[src/rtl/iterative_shifter.sv]
// Multi-cycle shift/rotate unit. Moves the working value by up to STEP bit
// positions per clock and signals completion with a one-cycle done pulse.
//
// Ports:
//   clock_i    system clock, rising edge
//   clear_ni   asynchronous active-low reset; aborts any operation in flight
//   start_i    request pulse, only sampled in idle
//   mode_i     000 shr, 001 shra, 010 shl, 011 ror, 100 rol, 101-111 pass-through
//   operand_i  value to shift, captured on an accepted start
//   amount_i   shift count (0..WIDTH-1), captured on an accepted start
//   busy_o     high while shifting and during the done cycle
//   done_o     one-cycle pulse, result_o valid
//   result_o   shifted value, held until the next operation completes
module iterative_shifter #(
   parameter int unsigned WIDTH = 32,
   parameter int unsigned AMT_W = 5,
   parameter int unsigned STEP  = 1
) (
   input  logic             clock_i,
   input  logic             clear_ni,
   input  logic             start_i,
   input  logic [2:0]       mode_i,
   input  logic [WIDTH-1:0] operand_i,
   input  logic [AMT_W-1:0] amount_i,
   output logic             busy_o,
   output logic             done_o,
   output logic [WIDTH-1:0] result_o
);

   typedef enum logic [1:0] {
      StIdle  = 2'b00,
      StShift = 2'b01,
      StDone  = 2'b10
   } state_e;

   // STEP <= WIDTH/2, so it always fits in the count width.
   localparam logic [AMT_W-1:0] StepAmt = AMT_W'(STEP);

   state_e           state_q, state_d;
   logic [WIDTH-1:0] work_q, work_d;
   logic [WIDTH-1:0] result_q, result_d;
   logic [AMT_W-1:0] cnt_q, cnt_d;
   logic [2:0]       mode_q, mode_d;

   logic [AMT_W-1:0]   step_n;
   logic [WIDTH-1:0]   shifted;
   logic [2*WIDTH-1:0] rot_r, rot_l;

   // One step of the shifter: n = min(STEP, remaining).
   always_comb begin
      step_n = (cnt_q < StepAmt) ? cnt_q : StepAmt;
      // Rotates shift a doubled copy so wrapped bits come along for free.
      rot_r  = {work_q, work_q} >> step_n;
      rot_l  = {work_q, work_q} << step_n;
      unique case (mode_q)
         3'b000:  shifted = work_q >> step_n;
         3'b001:  shifted = $signed(work_q) >>> step_n;
         3'b010:  shifted = work_q << step_n;
         3'b011:  shifted = rot_r[WIDTH-1:0];
         3'b100:  shifted = rot_l[2*WIDTH-1:WIDTH];
         default: shifted = work_q;
      endcase
   end

   always_comb begin
      state_d  = state_q;
      work_d   = work_q;
      cnt_d    = cnt_q;
      mode_d   = mode_q;
      result_d = result_q;
      unique case (state_q)
         StIdle: begin
            if (start_i) begin
               work_d = operand_i;
               cnt_d  = amount_i;
               mode_d = mode_i;
               // Zero count and pass-through modes have nothing to shift.
               if (amount_i == '0 || mode_i > 3'b100) begin
                  state_d  = StDone;
                  result_d = operand_i;
               end else begin
                  state_d = StShift;
               end
            end
         end
         StShift: begin
            work_d = shifted;
            cnt_d  = cnt_q - step_n;
            if (cnt_q == step_n) begin
               state_d  = StDone;
               result_d = shifted;
            end
         end
         StDone: begin
            state_d = StIdle;
         end
         default: begin
            state_d = StIdle;
         end
      endcase
   end

   always_ff @(posedge clock_i or negedge clear_ni) begin
      if (!clear_ni) begin
         state_q  <= StIdle;
         work_q   <= '0;
         cnt_q    <= '0;
         mode_q   <= '0;
         result_q <= '0;
      end else begin
         state_q  <= state_d;
         work_q   <= work_d;
         cnt_q    <= cnt_d;
         mode_q   <= mode_d;
         result_q <= result_d;
      end
   end

   assign busy_o   = (state_q != StIdle);
   assign done_o   = (state_q == StDone);
   assign result_o = result_q;

endmodule

[config.mk]
export PLATFORM = sky130hd
export DESIGN_NAME = iterative_shifter
export DESIGN_NICKNAME = d
export VERILOG_FILES = /design/src/rtl/iterative_shifter.sv
export SDC_FILE = /design/constraint.sdc
export NUM_CORES = 1
export LEC_CHECK = 0
export CAP_MARGIN = 10
export CELL_PAD_IN_SITES_DETAIL_PLACEMENT = 0
export CELL_PAD_IN_SITES_GLOBAL_PLACEMENT = 1
export CORE_UTILIZATION = 41
export CTS_BUF_LIST = sky130_fd_sc_hd__clkbuf_4
export DETAILED_ROUTE_END_ITERATION = 6
export PLACE_DENSITY = 0.83
export SLEW_MARGIN = 20
export SYNTH_ARGS = -nofsm -noshare
export SYNTH_HDL_FRONTEND = slang
export SYNTH_SLANG_ARGS = --single-unit
[constraint.sdc]
create_clock -name clock_i -period 2.4 [get_ports clock_i]
set_clock_uncertainty 0.15 [all_clocks]
set_input_delay 0.6 -clock clock_i [delete_from_list [all_inputs] [get_ports clock_i]]
set_output_delay 0.6 -clock clock_i [all_outputs]
set_load 0.03 [all_outputs]
**Yosys cells after proc, flatten, opt, wreduce, memory -nomap -nowiden**

Cells that the tools add are included.

- Output and inout bits: 34
- Logic and storage cells: 47
- ROM bits: 0
- Memory bits (writable): 0
- Memories kept: 0
- Register bits: 74
- Latch bits: 0

- Muxes and demuxes: 14
- Order comparisons: 2
- Bitwise logic cells: 0
- Shift operators: 5
- Reductions and logical operators: 10
- Divide/modulo/power cells: 0
- Eq/ne operators: 10
- Multipliers: 0
- Add/sub/neg operators: 1

Operator list:

| kind | count |
|---|---|
| $pmux W32 S5 | 1 |
| $mux W32 | 4 |
| $pmux W32 S2 | 2 |
| $shl A64 B5 Y64 | 1 |
| $shr A64 B5 Y32 | 1 |
| $shl A32 B5 Y32 | 1 |
| $shr A32 B5 Y32 | 1 |
| $sshr A32 B5 Y32 | 1 |
| $mux W5 | 2 |
| $pmux W5 S2 | 1 |
| $eq A3 B2 Y1 const B | 2 |
| $mux W2 | 3 |
| $ne A2 B2 Y1 const B | 3 |
| $reduce_and A2 Y1 | 3 |
| $eq A5 B5 Y1 | 1 |
| $logic_not A5 Y1 | 1 |
| $lt A5 B1 Y1 const B | 1 |
| $sub A5 B5 Y5 | 1 |
| $pmux W2 S2 | 1 |
| $reduce_and A4 Y1 | 1 |
| $reduce_bool A2 Y1 | 2 |
| $eq A3 B1 Y1 const B | 1 |
| $eq A3 B3 Y1 const B | 1 |
| $gt A3 B3 Y1 const B | 1 |
| other kinds (5) | 5 |

**Depth between registers and ports, before layout**

- Depth in word-level cells: 6
- Mapped depth: 11
- Gate-level depth less buffers: 8

**Worst setup path before layout**

Ideal clock, no wire load.

- Path kind: input to register
- Start: input amount_i[2]
- End: register result_q[10] (netlist: result_o[10])
- Stages: 6
- Library setup time: 0.130 ns
- Slack: 0.230 ns
- Arrival: 1.890 ns
- Cells stage by stage: or4_1 > o211ai_1 > a21boi_2 > buf_4 > buf_2 > a31oi_1

- Word-level cells in the longest chain between the ends: 4

Ends and longest elaborated chain:

| item | line | source |
|---|---|---|
| start: declaration | 24 | `input logic [AMT_W-1:0] amount_i,` |
| $logic_not A5 Y1 | 78 | `if (amount_i == '0 \|\| mode_i > 3'b100) begin` |
| $logic_or A1 B1 Y1 | 78 |  |
| $ne A2 B2 Y1 (no source line) | n/a |  |
| $reduce_and A4 Y1 (no source line) | n/a |  |
| end signal: assignment | 115 | `result_q <= result_d;` |
| end: declaration | 41 | `logic [WIDTH-1:0] result_q, result_d;` |

No other way between the ends.
A chain may end at the register's enable or synchronous reset.

**Worst setup path after layout**

- Start: input amount_i[0]
- End: register result_q[9] (netlist: result_o[9])

The elaborated chain is that of the path after synthesis.

==> impl_metrics.toml <==
[route]
wire_per_inst_um = 15.5
viasPerCell = 5.44
drtIter0Drc = 97
ant_nets = 0
drc = 0
firstDrtPassIters = 4
wirelength_mm = 9.95
vias = 3493

[floorplanning]
initial_utilization_pct = 43.0
core_um2 = 9420
rows = 35
dieArea_um2 = 10300
die_width_um = 101
ios = 77
dieHeight_um = 101

[yosys]
syn_area_per_cell_um2 = 9.46
netlist_area_um2 = 4050
synthCells = 428
ys.flop_type = "dfrtp_1"
yosysWarnings = 0
synth_top_family_by_area = "compound AO/OA/AOI/OAI gates"
synth_edf_count = 0
async_reset_ff_share_pct = 100
syn-num-nets = 472
synth_area_leaders = "dfrtp_1 46%, mux2i_1 14%, o21ai_0 7.7%, a21o_1 5.2%, a31oi_1 4.6%"
synth_compound_area_share_pct = 22.5
ys_ff_latch = 74
synthMuxAreaShare_pct = 14.3
synthAdderAreaFrac_pct = 0.309
synth_xor_xnor_area_share_pct = 0.216
ys_types = 43
yosys.area.top_type = "dfrtp_1"
yosysSeqAreaShare_pct = 45.7
synth_top_area_share_pct = 45.7
synthSimpleGateAreaFrac_pct = 11.9

[timing]
min_period_over_period_pct = 98.6
final-hold-violation-count = 0
tightest_slew_ns = 0.533
worst_slack_ns = 0.0328
finalSetupTns_ns = 0
finalSetupViolCount = 0
max_slew_margin_pct = 64.4
slew_viol_final = 0
fmax_mhz = 422
period_needed_ns = 2.37

[clocking]
clkLatencyLatePin_ns = 0.42
cts_root_buffer = "clkbuf_4"
clockBufferDepth = 2
numClockSinks = 74
cts_tree = "built"
clk_pin_slew_ns = 0.11
htreeDepth = 3
cts_buffers = 9

[grt]
grt_pass1_vias = 3370
grt_start_max_net_pins = 65
track_usage_pct = 20.0
antenna_found_initial = 0
overflow = 0
grt_pass1_wl_mm = 16.3

[hold_path]
holdPathEnd = "result_o[31]"
min-delay-start = "result_o[31]"
min_path_cells = 2
hold_path_class = "flop to flop"

[setup_path]
ff2ff_setup_slack_ns = 0.21
regToRegEndpoint = "result_o[9]"
path_max_fanout = 7
crit_arrival_ns = 2.55
endpoint_kind = "flop"
rr_worst_depth = 10
worstSetupStartpoint = "amount_i[0]"
path_class = "input pin to flop"
critical_path_required_ns = 2.58
startpoint_type = "input pin"
r2r-start = "cnt_q[4]"

[power]
p_leak_nw = 2.26
seq_power_share_pct = 30.8
power_switching_w = 0.00355
p_sw_share_pct = 44.5
ir_drop_uv = 560
p_int_w = 0.00442
powerDensity_nw_per_um2 = 1500
combPwrFrac_pct = 58.5
p_clk_share_pct = 10.7

[finish]
final_cell_mix = "74 x dfrtp_1, 73 x clkdlybuf4s50_1, 61 x o21ai_0, 58 x mux2i_1, 46 x nand2_1"
stdcell_count = 642
area_growth_pct = 31.4
diodes = 0
final_layout_size_suffix_gt1_share_pct = 9.55
fin_nets = 553
final_core_util_pct = 56.5
layout_commonest_cell = "dfrtp_1"

[placement]
gp_congestion = 0.783
io_buffers = 76
dp_hpwl_mm = 6.57
post-place-ws_ns = -0.379
post-place-cells = 622

[flow_run]
max_cap_viol_count = 0

[status]
status = "complete, no violations"
-- critical path, stage by stage --
cell	delay, ns
clkdlybuf4s50_1	0.41
or4_1	0.52
o211ai_1	0.27
a21boi_4	0.25
buf_12	0.17
clkbuf_16	0.15
nor2_1	0.04
a31oi_1	0.13
-- registers in the layout, indices dropped and copies added (netlist names) --
| signal | cells |
|---|---|
| result_o | 32 |
| work_q | 32 |
| cnt_q | 5 |
| state_q | 2 |
| mode_q | 3 |
-- through the flow --
stage	power, W	hold WS (ns)	area, um2
2_1_floorplan	0.00553	0.154	4050
3_3_place_gp	0.00684	0.381	5040
3_5_place_dp	0.00696	0.391	5040
4_1_cts	0.00783	0.408	5200
5_1_grt	0.00861	0.429	5320
6_report	0.00796	0.401	5320
-- cells in the mapped netlist, types with 2 or more instances --
cell type   n
inv_1       5
buf_6       4
nor3_1      2
a21o_1     28
o21ai_0    62
o31ai_1     2
a21oi_1     4
nor2b_1     4
a31oi_1    30
nor4_1      3
nand2_1    46
or3_1       4
buf_4       2
nor2_1     38
mux2i_1    58
dfrtp_1    74
o211ai_1    3
nor4b_1     2
buf_2      11
clkbuf_1   18
a211o_1     2
o22ai_1     5
-- cell type report --
| cell class | count | area, um2 |
|---|---|---|
| Timing Repair Buffer | 105 | 1100 |
| Tap cell | 129 | 161 |
| Fill cell | 906 | 4100 |
| Clock buffer | 11 | 82.6 |
| Clock inverter | 4 | 67.6 |
| Inverter | 5 | 18.8 |
| Multi-Input combinational cell | 314 | 2030 |
| Sequential cell | 74 | 1850 |
-- cells by family (layout without fill, tap and decap cells) --
logic type               count (synthesis)  in the layout
XOR/XNOR                                 1              1
AND/OR/NAND/NOR                        107            107
AO/OA/AOI/OAI                          147            147
flip-flops                              74             74
multiplexers                            58             58
adder cells (fa/ha/maj)                  1              1
buffers and inverters                   40            125
-- how the worst max path moves through the flow --
stage                               to  slack [ns]  depth (start not counted)
after global routing       result_o[7]       -0.01                          8
final                      result_o[9]        0.03                          8
after floorplan           result_o[10]        0.23                          6
after CTS                 result_o[31]        0.06                          7
after global placement    result_o[31]       -0.36                          7
after detailed placement  result_o[31]       -0.38                          7
-- repair_timing --
action	CTS	global route
setup buffers	0	1
setup endpoints to repair	5	29
gates resized for setup	3	5
hold buffers	1	0
endpoints found under the hold margin	38	0
gates cloned	0	3
pin swaps	0	2
-- power by group through the flow --
| stage | Combinational, W | Clock [W] | Sequential [W] |
|---|---|---|---|
| finish | 0.00466 | 0.000855 | 0.00245 |
| global route | 0.00513 | 0.000923 | 0.00255 |
| CTS | 0.00450 | 0.000883 | 0.00245 |
| detailed placement | 0.00449 | 0 | 0.00247 |
| global placement | 0.00439 | 0 | 0.00245 |
| floorplan | 0.00272 | 0 | 0.00281 |
-- metal layers --
layer / vias to the layer above / track usage (%) / share of wire [%]
met5: - / 0 / 0
met4: 0 / 4.68 / 1.0
met3: 7 / 5.18 / 3.4
met2: 61 / 33.8 / 49
met1: 1710 / 25.8 / 46
li1: 1715 / - / -
Note: power is estimated with default switching activity, not from simulation.
